<file path="config.mk">
export PLATFORM = sky130hd
export DESIGN_NAME = uart_program_loader
export DESIGN_NICKNAME = d
export VERILOG_FILES = /design/src/rtl/uart_loader_pkg.sv /design/src/rtl/loader_word_assembler.sv /design/src/rtl/uart_program_loader.sv
export SDC_FILE = /design/constraint.sdc
export NUM_CORES = 1
export LEC_CHECK = 0
export ABC_AREA = 0
export CORE_ASPECT_RATIO = 1.25
export CORE_MARGIN = 1
export CORE_UTILIZATION = 50
export CTS_BUF_LIST = sky130_fd_sc_hd__clkbuf_2 sky130_fd_sc_hd__clkbuf_4 sky130_fd_sc_hd__clkbuf_8
export CTS_CLUSTER_SIZE = 8
export DETAILED_ROUTE_END_ITERATION = 8
export PLACE_DENSITY = 0.68
export SETUP_SLACK_MARGIN = 0.2
export SLEW_MARGIN = 20
export SYNTH_ARGS = -nofsm -noshare
export SYNTH_HDL_FRONTEND = slang
export SYNTH_SLANG_ARGS = --single-unit
</file>
<file path="constraint.sdc">
create_clock -name clk -period 2.5 [get_ports clk]
set_input_delay 0.75 -clock clk [delete_from_list [all_inputs] [get_ports clk]]
set_output_delay 0.75 -clock clk [all_outputs]
set_load 0.1 [all_outputs]
</file>
<file path="src/rtl/uart_loader_pkg.sv">
// Shared definitions for the UART program loader: FSM state encoding,
// frame constants and the running-checksum helper.
package uart_loader_pkg;

  typedef enum logic [2:0] {
    ST_IDLE  = 3'd0,
    ST_LEN   = 3'd1,
    ST_DATA  = 3'd2,
    ST_WRITE = 3'd3,
    ST_CSUM  = 3'd4,
    ST_DONE  = 3'd5,
    ST_ERROR = 3'd6
  } state_t;

  localparam logic [7:0] SYNC_BYTE  = 8'hA5;
  localparam int         WORD_BYTES = 4;

  function automatic logic [7:0] csum_update(input logic [7:0] csum,
                                             input logic [7:0] data);
    return csum ^ data;
  endfunction

endpackage

</file>
<file path="src/rtl/loader_word_assembler.sv">
// Packs received bytes little-endian into 32-bit words and keeps the XOR
// checksum over every data byte of the frame.
module loader_word_assembler
  import uart_loader_pkg::*;
(
  input  logic        clk,
  input  logic        reset,
  input  logic        clear,
  input  logic        byte_valid,
  input  logic [7:0]  byte_in,
  output logic [31:0] word_next,
  output logic        word_last,
  output logic [7:0]  csum
);

  localparam logic [1:0] IDX_LAST = 2'(WORD_BYTES - 1);

  logic [31:0] word_r;
  logic [1:0]  idx_r;
  logic [7:0]  csum_r;

  // Word as it will look once the current byte lands in its lane.
  always_comb begin
    word_next = word_r;
    word_next[{idx_r, 3'b000} +: 8] = byte_in;
    word_last = byte_valid && (idx_r == IDX_LAST);
    csum      = csum_r;
  end

  // Lane index, partial word and checksum registers.
  always_ff @(posedge clk or negedge reset) begin
    if (!reset) begin
      word_r <= 32'd0;
      idx_r  <= 2'd0;
      csum_r <= 8'd0;
    end else if (clear) begin
      word_r <= 32'd0;
      idx_r  <= 2'd0;
      csum_r <= 8'd0;
    end else if (byte_valid) begin
      word_r <= word_next;
      idx_r  <= idx_r + 2'd1;
      csum_r <= csum_update(csum_r, byte_in);
    end else begin
      word_r <= word_r;
      idx_r  <= idx_r;
      csum_r <= csum_r;
    end
  end

endmodule

</file>
<file path="src/rtl/uart_program_loader.sv">
// Receives a framed program image over a UART byte stream and writes it
// word by word into memory, holding the CPU until the load completes.
module uart_program_loader
  import uart_loader_pkg::*;
#(
  parameter int ADDR_W    = 8,
  parameter int BASE_ADDR = 0
) (
  input  logic              clk,
  input  logic              reset,
  input  logic [7:0]        rx_data,
  input  logic              rx_done,
  input  logic              mem_ready,
  output logic              mem_we,
  output logic [ADDR_W-1:0] mem_addr,
  output logic [31:0]       mem_wdata,
  output logic              cpu_hold,
  output logic              load_done,
  output logic              load_err
);

  state_t             state_r;
  logic [7:0]         len_r;
  logic [7:0]         word_cnt_r;
  logic [7:0]         cnt_inc_s;
  logic [ADDR_W-1:0]  addr_s;
  logic               asm_clear_s;
  logic               asm_valid_s;
  logic [31:0]        word_next_s;
  logic               word_last_s;
  logic [7:0]         csum_s;

  // Address of the word being written wraps naturally at ADDR_W bits.
  always_comb begin
    cnt_inc_s   = word_cnt_r + 8'd1;
    addr_s      = ADDR_W'(BASE_ADDR) + ADDR_W'(word_cnt_r);
    asm_clear_s = rx_done && (state_r == ST_LEN);
    asm_valid_s = rx_done && (state_r == ST_DATA);
  end

  loader_word_assembler u_asm (
    .clk        (clk),
    .reset      (reset),
    .clear      (asm_clear_s),
    .byte_valid (asm_valid_s),
    .byte_in    (rx_data),
    .word_next  (word_next_s),
    .word_last  (word_last_s),
    .csum       (csum_s)
  );

  // Frame FSM and memory write handshake.
  always_ff @(posedge clk or negedge reset) begin
    if (!reset) begin
      state_r    <= ST_IDLE;
      len_r      <= 8'd0;
      word_cnt_r <= 8'd0;
      mem_we     <= 1'b0;
      mem_addr   <= '0;
      mem_wdata  <= 32'd0;
      cpu_hold   <= 1'b0;
      load_done  <= 1'b0;
      load_err   <= 1'b0;
    end else begin
      case (state_r)
        ST_IDLE: begin
          cpu_hold <= 1'b0;
          if (rx_done && (rx_data == SYNC_BYTE)) begin
            state_r  <= ST_LEN;
            cpu_hold <= 1'b1;
          end
        end
        ST_LEN: begin
          if (rx_done) begin
            len_r      <= rx_data;
            word_cnt_r <= 8'd0;
            if (rx_data == 8'd0) begin
              state_r  <= ST_ERROR;
              load_err <= 1'b1;
            end else begin
              state_r <= ST_DATA;
            end
          end
        end
        ST_DATA: begin
          if (word_last_s) begin
            state_r   <= ST_WRITE;
            mem_we    <= 1'b1;
            mem_addr  <= addr_s;
            mem_wdata <= word_next_s;
          end
        end
        ST_WRITE: begin
          // A byte arriving before the write retires is an overrun.
          if (mem_ready) begin
            mem_we     <= 1'b0;
            word_cnt_r <= cnt_inc_s;
            if (rx_done) begin
              state_r  <= ST_ERROR;
              load_err <= 1'b1;
            end else if (cnt_inc_s == len_r) begin
              state_r <= ST_CSUM;
            end else begin
              state_r <= ST_DATA;
            end
          end else if (rx_done) begin
            mem_we   <= 1'b0;
            state_r  <= ST_ERROR;
            load_err <= 1'b1;
          end
        end
        ST_CSUM: begin
          if (rx_done) begin
            if (rx_data == csum_s) begin
              state_r   <= ST_DONE;
              load_done <= 1'b1;
              cpu_hold  <= 1'b0;
            end else begin
              state_r  <= ST_ERROR;
              load_err <= 1'b1;
            end
          end
        end
        ST_DONE: begin
          load_done <= 1'b0;
          cpu_hold  <= 1'b0;
          state_r   <= ST_IDLE;
        end
        ST_ERROR: begin
          mem_we   <= 1'b0;
          cpu_hold <= 1'b1;
          if (rx_done && (rx_data == SYNC_BYTE)) begin
            state_r  <= ST_LEN;
            load_err <= 1'b0;
          end
        end
        default: begin
          state_r   <= ST_IDLE;
          mem_we    <= 1'b0;
          cpu_hold  <= 1'b0;
          load_done <= 1'b0;
        end
      endcase
    end
  end

endmodule

</file>
After elaboration in Yosys (flattened, before gate mapping). Index checks and enable logic that the tools add are counted.

Register bits: 105. Output and inout port bits: 44. Word-level logic and storage cells: 102.

$add $sub $neg: 3. Equal/unequal tests: 21. Shift operators: 2. Mux-type cells: 39. Bitwise operators: 4. Reduce and logical (&&, ||, !) cells: 21.

Operators by type and width (count): $mux 32 (2); $bwmux 32 (1); $mux 8 (4); $shift 8x7->32 const A (1); $shiftx 8x7->32 (1); $mux 3 (9); $eq 8x8->1 (2); $pmux 8 s2 (1); $pmux 3 s5 (1); $mux 1 (14); $ne 2x2->1 const B (7); $reduce_and 3->1 (4); $eq 3x3->1 const B (3); $add 8x1->8 const B (1); $eq 8x8->1 const B (1); $logic_not 8->1 (1); $pmux 1 s4 (2); $xor 8x8->8 (1); $neg 5->7 (1); $reduce_and 7->1 (1); $eq 3x2->1 const B (2); $mux 2 (3); $ne 2x1->1 const B (3); $reduce_and 5->1 (1); other kinds (16) (23).

Longest topological paths before layout.
Depth in word-level cells: 6. Depth in mapped cells: 9. Gate-level depth less buffers: 6.

By module. A second synthesis with hierarchy kept.

Cell total of the unflattened synthesis: 507. Area, all modules: 5376.4 sq um.

By module, submodules not included: uart_program_loader (instances 1, cells each 261, area an instance 3094.2 sq um, seq. area each 1576.5 sq um); loader_word_assembler (instances 1, cells each 246, area an instance 2282.2 sq um, seq. area each 1051.0 sq um).

Least setup slack after synthesis. OpenSTA, ideal clock, no wires.

Path type: input to register. Start: in rx_data[1]. End: reg state_r[2]. Library setup time: 0.129 ns. Arrival: 1.927 ns. Slack: 0.444 ns. Stages: 5. Path buffers: 0. Cells stage by stage: nor4_1 a311oi_1 o31a_2 nor4b_1 a21oi_1.

Word-level cells in the longest chain between the ends: 4.

Ends and longest elaborated chain: from (decl) (RTL line uart_program_loader.sv:11) `input logic [7:0] rx_data,`; $logic_not 8->1 / $eq 8x8->1 (equally long branches) (RTL line uart_program_loader.sv:77, uart_program_loader.sv:68, uart_program_loader.sv:132); $mux 3 / $logic_and 1x1->1 (equally long branches) (RTL line uart_program_loader.sv:77, uart_program_loader.sv:68, uart_program_loader.sv:132); $mux 3 / $ne 2x1->1 (equally long branches); $pmux 3 s5 / $reduce_and 5->1 (equally long branches); to (signal assigned) (RTL line uart_program_loader.sv:69) `state_r <= ST_LEN;`; to (signal assigned) (RTL line uart_program_loader.sv:78) `state_r <= ST_ERROR;`; to (signal assigned) (RTL line uart_program_loader.sv:81) `state_r <= ST_DATA;`; to (decl) (RTL line uart_program_loader.sv:22) `state_t state_r;`.

Several ways; a longest one is shown, not always the timed one. The select of a mux whose other input is x is not followed. A chain may end at the register's enable or synchronous reset.

Worst setup path in the final report. Ends and elaborated chain as after synthesis.

==> reports/summary.txt <==
Htree depth - 3
Chip height - 112 um
Kind of start point of the critical path - primary input
Die area - 0.0100 mm2
Boundary Pins - 56
M2 GR Usage - 39.8%
Share of cells above drive strength 1 - 21.3%
DR vias - 3807
Most common cell after layout, fill and taps aside - dfrtp_1
Sequential fraction of the synthesis area - 50.4%
Post-synth ARST share - 100%
Cell count after synthesis - 490
Worst R2R Setup Slack - 0.43 ns
CP max-delay cell - or4_1
#FFs+latches synth - 97
Vias in the first global route - 3714
Core area - 0.00927 mm2
Setup crit end kind - register
Mapped Area - 0.00482 mm2
First-pass GRT wire length - 18700 um
CTS clk-pin slew, worst paths - 0.10 ns
All-Layer GR Usage - 23.4%
Rows - 39
Most used routing layer - met2
Top FF cell, synth - dfrtp_1
First drt pass iteration count - 4
TritonCTS Buffers - 9
DR iter-0 viols - 164
Largest net degree at the start of global routing - 58
Unique masters post-synth - 52
Outcome - finished clean
RSZ-0062 raised after global routing - true
Data arrival, critical path - 2.50 ns
Post-synth EDFFs - 0
Slew Limit Headroom - 55.8%
Area delta synth->final - 19.4%
CP max FO - 4
Routability cong. - 0.876
Setup Crit Path Kind - in2reg
Max-slew violation count - 0
Clk root buf - clkbuf_8
Port Buf Inserts - 55
Die X - 89.8 um
CTS tree - yes
Inserted Diodes - 0
Total power - 5.46 mW
Syn Area/Cell - 9.83 um2
Fin crit share - 88.5%
Post-Route WL - 11100 um
Cell Chain, Critical Path - clkdlybuf4s50_1 -> or4_1 -> o32a_1 -> o21ai_0 -> a21oi_1 -> a21oi_1
Worst-Skew Late Latency - 0.35 ns
GRT met1 Usage - 30.7%
Final Hold Vio Count - 0
Setup violators final - 0
WP buf/inv - 1
Fill count - 830
LEAKAGE - 2.75 nW
Cts-stage hold buffer count - 0
Initial antenna violation count - 0
Mapped Nets - 509
CTS sink count - 97
Power Density - 948 mW/mm2
Min Clock Period, post-route - 2.21 ns
Setup_tns - 0 ns
CP dominant cell by count - a21oi_1
Max VDD drop - 528 uV
Post-DP HPWL - 7840 um
DR vias/cell - 5.55
HP Class - in2async
CTS resizes - 0
DR WL/cell - 16.1 um
Post-CTS setup buffers - 0
Most frequent cells in the layout - dfrtp_1, buf_4, nand2_1, o21ai_0, a21oi_1
Ys Warns - 0
DR DRC count - 0
Met3 Use GR - 3.76%
Gr ovfl total - 0
Max stage delay on crit path - 0.57 ns
Clk_skew - 0.0114 ns
Final net count - 579
CP required - 2.79 ns
MaxCap Viol Count - 0
Starting Density - 52.0%
Fmax - 0.452 GHz
Clock Tree Buf Depth - 2
Slew @ Worst Pin - 0.663 ns
Family with the most delay on the worst path - compound AO/OA/AOI/OAI gates
Post-DRT Antenna Nets - 0
-- kinds of logic after synthesis --
kind of cell | count (synthesis) | synth area share (%)
buffers and inverters | 40 | 4.26
AO/OA/AOI/OAI | 149 | 19.6
flip-flops | 97 | 50.4
adder cells (fa/ha/maj) | 7 | 1.82
multiplexers | 8 | 1.87
AND/OR/NAND/NOR | 168 | 17.8
XOR/XNOR | 21 | 4.28
-- state kept, by name, summed over array words and instances, names as in the netlist --
name and flops:
mem_wdata 32, u_asm.word_r 24, len_r 8, mem_addr 8
u_asm.csum 8, word_cnt_r 8, state_r 3, u_asm.idx_r 2
cpu_hold 1, load_done 1, load_err 1, mem_we 1
-- where the power goes --
group / leakage (nW) / switching, mW / internal [mW]
Sequential: 1.32 / 0.290 / 1.89
Combinational: 1.33 / 1.41 / 0.843
Clock: 0.102 / 0.511 / 0.520
Total: 2.75 / 2.21 / 3.25
-- synth_stat cells, types with 4 or more instances --
master	n	area, um2
o21ai_0	53	265
nand3_1	8	40.0
clkbuf_1	20	75.1
dfrtp_1	97	2430
nand2_1	80	300
xor2_1	13	114
ha_1	7	87.6
nor4_1	5	31.3
nor2_1	15	56.3
a21o_1	8	60.1
a21oi_1	35	175
inv_1	5	18.8
buf_2	8	40.0
o31ai_1	4	30.0
xnor2_1	6	52.6
nor3_1	4	20.0
a31oi_1	4	25.0
mux2_2	8	90.1
a22o_1	31	272
nor2b_1	28	175
-- cell type report --
type                            instances  area (um2)  share of cell area (%)
Clock buffer                           12         159                    2.76
Multi-Input combinational cell        353        2200                    38.2
Inverter                                5        18.8                   0.326
Sequential cell                        97        2430                    42.2
Timing Repair Buffer                   94         756                    13.1
Clock inverter                          2        38.8                   0.674
Tap cell                              123         154                    2.67
-- layer usage --
layer | routed length [um] | up-vias
li1 | - | 1859
met1 | 4880 | 1866
met4 | 100 | 0
met5 | 0 | -
met2 | 5670 | 74
met3 | 408 | 8
-- worst register-to-register path, stage by stage, from the launching register on --
cell,delay [ns]
dfrtp_1,0.66
nor3b_2,0.15
and2_1,0.22
buf_4,0.18
a21oi_1,0.56
a22o_1,0.23
-- through the flow --
step / utilization (%) / instances / hold slack [ns] / cell area [um2] / worst slack, ns
global placement: 59.8 / 672 / 0.463 / 5540 / -0.106
global route: 62.1 / 686 / 0.359 / 5750 / 0.190
floorplan: - / 490 / 0.454 / 4820 / 0.444
CTS: 61.9 / 686 / 0.342 / 5740 / 0.225
detailed placement: 59.8 / 672 / 0.465 / 5540 / -0.160
finish: 62.1 / 686 / 0.342 / 5750 / 0.287
-- worst paths after layout --
path,cells past startpoint,from,to
worst max-delay path,6,rx_data[1],state_r[2]
worst min-delay path,1,reset,cpu_hold
worst max register to register,5,state_r[2],u_asm.word_r[4]
worst min register to register,2,mem_we,mem_we
max in group asynchronous,2,reset,mem_wdata[18]
min in group clk,2,mem_we,mem_we
(Power assumes the default switching activity.)
